===== config.mk =====
export PLATFORM = sky130hd
export DESIGN_NAME = dmem_responder
export DESIGN_NICKNAME = d
export VERILOG_FILES = /design/src/rtl/dmem_responder.sv
export SDC_FILE = /design/constraint.sdc
export NUM_CORES = 2
export LEC_CHECK = 0
export CAP_MARGIN = 40
export CORE_MARGIN = 3
export CORE_UTILIZATION = 45
export CTS_CLUSTER_DIAMETER = 150
export DETAILED_ROUTE_END_ITERATION = 16
export PLACE_DENSITY = 0.67
export RECOVER_POWER = 25
export SLEW_MARGIN = 40
export SYNTH_ARGS = -nofsm -noshare
export SYNTH_HDL_FRONTEND = slang
export SYNTH_SLANG_ARGS = --single-unit

===== constraint.sdc =====
create_clock -name clk -period 5.25 [get_ports clk]
set_input_delay 0.7875 -clock clk [delete_from_list [all_inputs] [get_ports clk]]
set_output_delay 0.7875 -clock clk [all_outputs]
set_load 0.05 [all_outputs]

===== src/rtl/dmem_responder.sv =====
// rtl/dmem_responder.sv - multi-cycle data memory responder with fixed-latency stall/done handshake
`timescale 1ns/1ps
module dmem_responder #(
    parameter int DEPTH     = 64,
    parameter int ADDR_BITS = 6,
    parameter int LATENCY   = 3
) (
    input  logic        clk,
    input  logic        reset,
    input  logic        MemRead,
    input  logic        MemWrite,
    input  logic [31:0] address,
    input  logic [31:0] Write_data,
    output logic [31:0] Read_data,
    output logic        stall,
    output logic        done,
    output logic        misaligned,
    input  logic [31:0] dbg_addr,
    output logic [31:0] dbg_data
);

    typedef enum logic [1:0] {IDLE, BUSY, DONE} state_t;

    state_t                 state;
    state_t                 state_next;
    logic [3:0]             cnt;
    logic                   op_write;
    logic [ADDR_BITS-1:0]   op_idx;
    logic [31:0]            op_data;
    logic [31:0]            mem [DEPTH];

    logic                   request;
    logic                   accept;
    logic                   commit;
    logic                   commit_write;
    logic [ADDR_BITS-1:0]   commit_idx;
    logic [31:0]            commit_data;
    logic                   unused_bits;

    assign request = MemRead | MemWrite;
    assign accept  = (state == IDLE) && request;
    assign commit  = (state_next == DONE);

    // With LATENCY=1 the commit happens on the accept edge, before the latches are loaded.
    assign commit_write = (state == IDLE) ? MemWrite : op_write;
    assign commit_idx   = (state == IDLE) ? address[ADDR_BITS+1:2] : op_idx;
    assign commit_data  = (state == IDLE) ? Write_data : op_data;

    assign dbg_data    = mem[dbg_addr[ADDR_BITS+1:2]];
    assign unused_bits = ^{address[31:ADDR_BITS+2], dbg_addr[31:ADDR_BITS+2], dbg_addr[1:0]};

    always_ff @(posedge clk) begin
        if (reset) begin
            state <= IDLE;
        end else begin
            state <= state_next;
        end
    end

    always_comb begin
        state_next = state;
        case (state)
            IDLE: begin
                if (request) begin
                    state_next = (LATENCY == 1) ? DONE : BUSY;
                end
            end
            BUSY: begin
                if (cnt == 4'd1) begin
                    state_next = DONE;
                end
            end
            DONE:    state_next = IDLE;
            default: state_next = IDLE;
        endcase
    end

    always_comb begin
        stall = 1'b0;
        done  = 1'b0;
        case (state)
            IDLE:    stall = request;
            BUSY:    stall = 1'b1;
            DONE:    done  = 1'b1;
            default: ;
        endcase
    end

    // cnt holds the number of BUSY cycles still to run; the accept cycle is the first stall cycle.
    always_ff @(posedge clk) begin
        if (reset) begin
            cnt      <= '0;
            op_write <= 1'b0;
            op_idx   <= '0;
            op_data  <= '0;
        end else if (accept) begin
            cnt      <= 4'(LATENCY - 1);
            op_write <= MemWrite;
            op_idx   <= address[ADDR_BITS+1:2];
            op_data  <= Write_data;
        end else if (state == BUSY) begin
            cnt <= cnt - 4'd1;
        end
    end

    always_ff @(posedge clk) begin
        if (reset) begin
            for (int i = 0; i < DEPTH; i++) begin
                mem[i] <= '0;
            end
            Read_data <= '0;
        end else if (commit) begin
            if (commit_write) begin
                mem[commit_idx] <= commit_data;
            end else begin
                Read_data <= mem[commit_idx];
            end
        end
    end

    always_ff @(posedge clk) begin
        if (reset) begin
            misaligned <= 1'b0;
        end else if (accept && (address[1:0] != 2'b00)) begin
            misaligned <= 1'b1;
        end
    end

endmodule


Yosys cells after proc, flatten, opt, wreduce, memory -nomap -nowiden
Memories as Yosys holds them, arrays and structs flattened. A register that Yosys moved wholly into a read port is not among the register bits.
Cells that the tools add are included.
Widths: inputs -> output; s select.
{ "op_classes": {"bitwise_logic": 2, "n_eq_ne": 4, "reduce_logical": 8, "n_addsub": 1, "n_mux": 19} }
{ "ops": {"columns": ["cell", "n"], "rows": [
  ["$mux 32", 2],
  ["$reduce_or 32->1", 1],
  ["$mux 6", 2],
  ["$mux 1", 9],
  ["$mux 2", 4],
  ["$eq 2x2->1 const B", 2],
  ["$eq 4x1->1 const B", 1],
  ["$pmux 2 s2", 1],
  ["$reduce_bool 2->1", 2],
  ["$sub 4x1->4 const B", 1],
  ["$eq 2x1->1 const B", 1],
  ["$logic_and 1x1->1", 2],
  ["$logic_not 2->1", 1],
  ["$pmux 1 s2", 1],
  ["$reduce_and 2->1", 1],
  ["$reduce_or 2->1", 1],
  ["$not 1->1", 1],
  ["$or 1x1->1", 1]
]} }
{ "totals": {"ram_bits": 2048, "reg_bits": 46, "n_memories": 1, "inputBits": 100, "out_inout_bits": 67} }
{ "mem_list": {"columns": ["memory", "words", "word_bits", "rd", "rd_clocked_by_memory_dff", "write_ports", "line_no", "rtl"], "rows": [
  ["mem", 64, 32, 2, 1, 64, "30", "logic [31:0] mem [DEPTH];"]
]} }

Longest topological paths before layout
{ "logic_depth": {"depth_word": 9, "mapped_depth": 12, "depth_no_buf": 9} }

Worst setup path after synthesis
Ideal clock, no wire load.
{ "synth_path": {"path_kind": "in2out", "startpoint": "in dbg_addr[2]", "endpoint": "out dbg_data[20]", "n_path_buf": 4, "setup_slack_ps": 921, "required_ps": 4463, "stages": 8, "arrival_ps": 3542, "cell_sequence": "buf_2 > clkbuf_1 > buf_1 > clkbuf_1 > mux4_2 > mux4_2 > mux2i_1 > o21ai_0"} }
{ "synth_via": {"elab_chain_cells": 1} }
{ "synth_lines": {"columns": ["item", "line_no", "rtl"], "rows": [
  ["from (decl)", "18", "input logic [31:0] dbg_addr,"],
  ["$mem_v2 64x32", null, null],
  ["to (decl)", "19", "output logic [31:0] dbg_data"]
]} }
No other way between the ends.

Final worst setup path
{ "layout_path": {"startpoint": "reg state[0]", "endpoint": "reg Read_data[19] (read register of mem)"} }
{ "layout_via": {"elab_chain_cells": 4, "word_cells_on_any_way": 10, "classes_between": "eq/ne: 2; mux: 5; bitwise: 1; reduce/logical: 2"} }
{ "layout_lines": {"columns": ["item", "line_no", "rtl"], "rows": [
  ["from (decl)", "24", "state_t state;"],
  ["from (signal assigned)", "56", "state <= state_next;"],
  ["$eq 2x1->1 (tied with other cells)", "62", "case (state)"],
  ["$pmux 2 s2 / $mux 1 (equally long branches)", "62, 45", null],
  ["$eq 2x2->1 / $not 1->1 (equally long branches)", null, null],
  ["$reduce_and 2->1 (no line)", null, null],
  ["to (decl)", "14", "output logic [31:0] Read_data,"]
]} }
Parallel ways exist; a longest one is shown, timed or not.
A chain may end at the register's enable or synchronous reset.

==> metrics <==
final-report setup violation count=0; share of the synthesized area in the top cell type=0.578; vias in the first global route=79500; drt pass-1 iters=13; Max clock buf depth=3; design area=122000 µm²; Final Cycle Share=0.969; Filler Cell Count=19500; Die X=492 µm; P_leak=42.6 nW; share of layout cells above drive strength 1=0.218; post-detail-place hpwl=292000 µm; setup_tns=0 ps; Top delay family on crit path=buffers and inverters; Slowest-stage cell, CP=clkbuf_1; routed via count=83700; Mapped Avg Cell Area=13.0 µm²; post-route ant nets=0; Peak Freq=197 MHz; worst vdd ir=291 µV; CTS Root Cell=clkbuf_16; Worst-path clk slew=60 ps; kind of critical path=reg -> reg; worst-skew pair later-pin latency=930 ps; Synth Flop Type=edfxtp_1; highest net fanout along the worst path=19; RSZ-0062 raised after global routing=no; Slew Viols, Final=173; Final Hold Vio Count=0; initial antenna violation count=67; Post-synth ARST share=0; cts hold-fix bufs=0; Post-DP Area=115000 µm²; clk sink count=2126; MaxCap Viol Count=5; status=finished with violations; non-filler cells, final=11700; min cycle time layout=5090 ps; post_cts resized=0; PortBufs=116; WL final=465000 µm; Worst slew margin=-0.265; WHS=85.6 ps; Worst path max stage delay=890 ps; Starting DRT DRC Count=16600; Required @ worst endpoint=6060 ps; die height=492 µm; routability cong.=1.04; CP dominant cell by count=buf_4; critical path buffer and inverter count=4; starting density of the core=0.455; htree depth=4; yosys warns=0; placed instance count=11200; Distinct cells, synth=77; count leader, synth=nor2_1; wire length per cell=39.9 µm; clock skew=63.3 ps; Post-synth EDFFs=2048; area leader, netlist=edfxtp_1; gr ovfl total=0; P&R area growth vs syn=14.8%; Final nets=8412; full die area=242000 µm²; crit path cell chain=clkbuf_1 > nor2_4 > mux2_2 > buf_4 > nand3_1 > buf_4 > o221ai_1 > a211oi_1 > buf_4 > nand3_1 > o31a_1; failing checks=max-capacitance violations, max-slew violations; Synth top cells by count=2104 x nor2_1, 2048 x edfxtp_1, 666 x mux4_2, 572 x clkbuf_1, 460 x nand2_1; post-synthesis register bit count=2126; Critical Path AT=5900 ps; synth top area cells=edfxtp_1 58%, mux4_2 14%, nor2_1 7.4%; Worst Tran Pin Value=1900 ps; largest net degree at the start of global routing=65; first-pass GRT wire length=634000 µm; CTS tree=built; post-synth net total=8295; sequential area share after synthesis=0.593; PwrDens=344 nW/µm²; DR DRC count=0; Post-CTS Setup Repair Bufs=0; Syn Inst Count=8193; Via density=7.17; core area=234000 µm²; Inserted Clock Buffers=219; I/O Pins=167; cell area after synthesis=106000 µm²; Tot GR Track Use=0.376; crit start category=flip-flop; class of the worst hold path=in -> reg; row cnt=177; critical path capture point type=flip-flop
==> worst paths after layout <==
path | from | end | slack [ps] | cells past startpoint
max | state[0] | Read_data[19] | 160 | 11
min | reset | state[1] | 90 | 2
max reg2reg | state[0] | Read_data[19] | 160 | 11
min reg2reg | misaligned | misaligned | 450 | 2
==> kinds of logic (layout without fill, tap and decap cells) <==
| group | Yosys count | after routing | share of synthesized area |
|---|---|---|---|
| simple gates | 2774 | 2774 | 0.103 |
| flops | 2126 | 2126 | 0.593 |
| compound gates | 1295 | 1295 | 0.0848 |
| mux | 1117 | 1117 | 0.184 |
| buf+inv | 879 | 1186 | 0.0348 |
| fa+ha+maj | 2 | 2 | 0.000235 |
| other cells | 0 | 42 | 0 |
==> metrics by stage <==
| step | power (mW) | setup WS [ps] | utilization |
|---|---|---|---|
| 2_1_floorplan | 23.2 | 921 | - |
| 3_3_place_gp | 26.3 | 259 | 0.492 |
| 3_5_place_dp | 26.5 | 301 | 0.493 |
| 4_1_cts | 41.4 | 632 | 0.522 |
| 5_1_grt | 42.5 | 252 | 0.521 |
| 6_report | 42.0 | 162 | 0.522 |
==> layer usage <==
layer,GRT usage,share of wire,vias to the layer above
met1,0.440,0.30,41100
met4,0.303,0.10,48
li1,-,-,31500
met2,0.516,0.41,8786
met5,0.00450,0.00095,-
met3,0.191,0.19,2276
==> cells in the final DEF, fill, tap and decap left out, types with 26 or more instances in the layout <==
master,netlist,layout
o21ai_0,163,152
a21oi_1,310,310
clkdlybuf4s50_1,0,43
a221oi_1,84,84
clkbuf_1,572,83
mux2_2,53,50
o211ai_1,26,26
mux2i_4,0,35
dlygate4sd3_1,0,34
clkinv_1,0,48
a221o_1,32,32
dfxtp_1,78,78
mux2i_1,397,362
clkbuf_2,0,32
diode_2,0,42
nor2_1,2104,2095
nand2_1,460,438
o22ai_1,184,182
buf_12,0,129
nor3_1,23,27
mux4_2,666,666
edfxtp_1,2048,2048
clkbuf_16,0,221
buf_4,31,485
a222oi_1,106,106
a22oi_1,107,107
a22o_1,61,61
nand3_1,55,55
nand2b_2,0,58
clkinv_2,0,31
==> registers in the layout, summed over array words and instances, names as in the netlist <==
name	count
mem	2048
Read_data	32
op_data	32
op_idx	6
cnt	4
state	2
misaligned	1
op_write	1
==> where the power goes <==
part           total [mW]  switching [mW]  internal [mW]
registers            19.5           0.354           19.1
logic                7.15            4.88           2.26
clock network        15.3            6.88           8.45
==> area by class of cell <==
| type | instances | area (µm²) | area share |
|---|---|---|---|
| flip-flops and latches | 2126 | 63100 | 0.517 |
| well taps | 3132 | 3920 | 0.0321 |
| clock inverters | 109 | 933 | 0.00765 |
| inverters | 9 | 33.8 | 0.000277 |
| repair buffers | 766 | 7590 | 0.0622 |
| multi-input cells | 5188 | 40400 | 0.331 |
| diodes | 42 | 105 | 0.000861 |
| clock buffers | 302 | 5950 | 0.0488 |
Note: power is estimated with default switching activity, not from simulation.
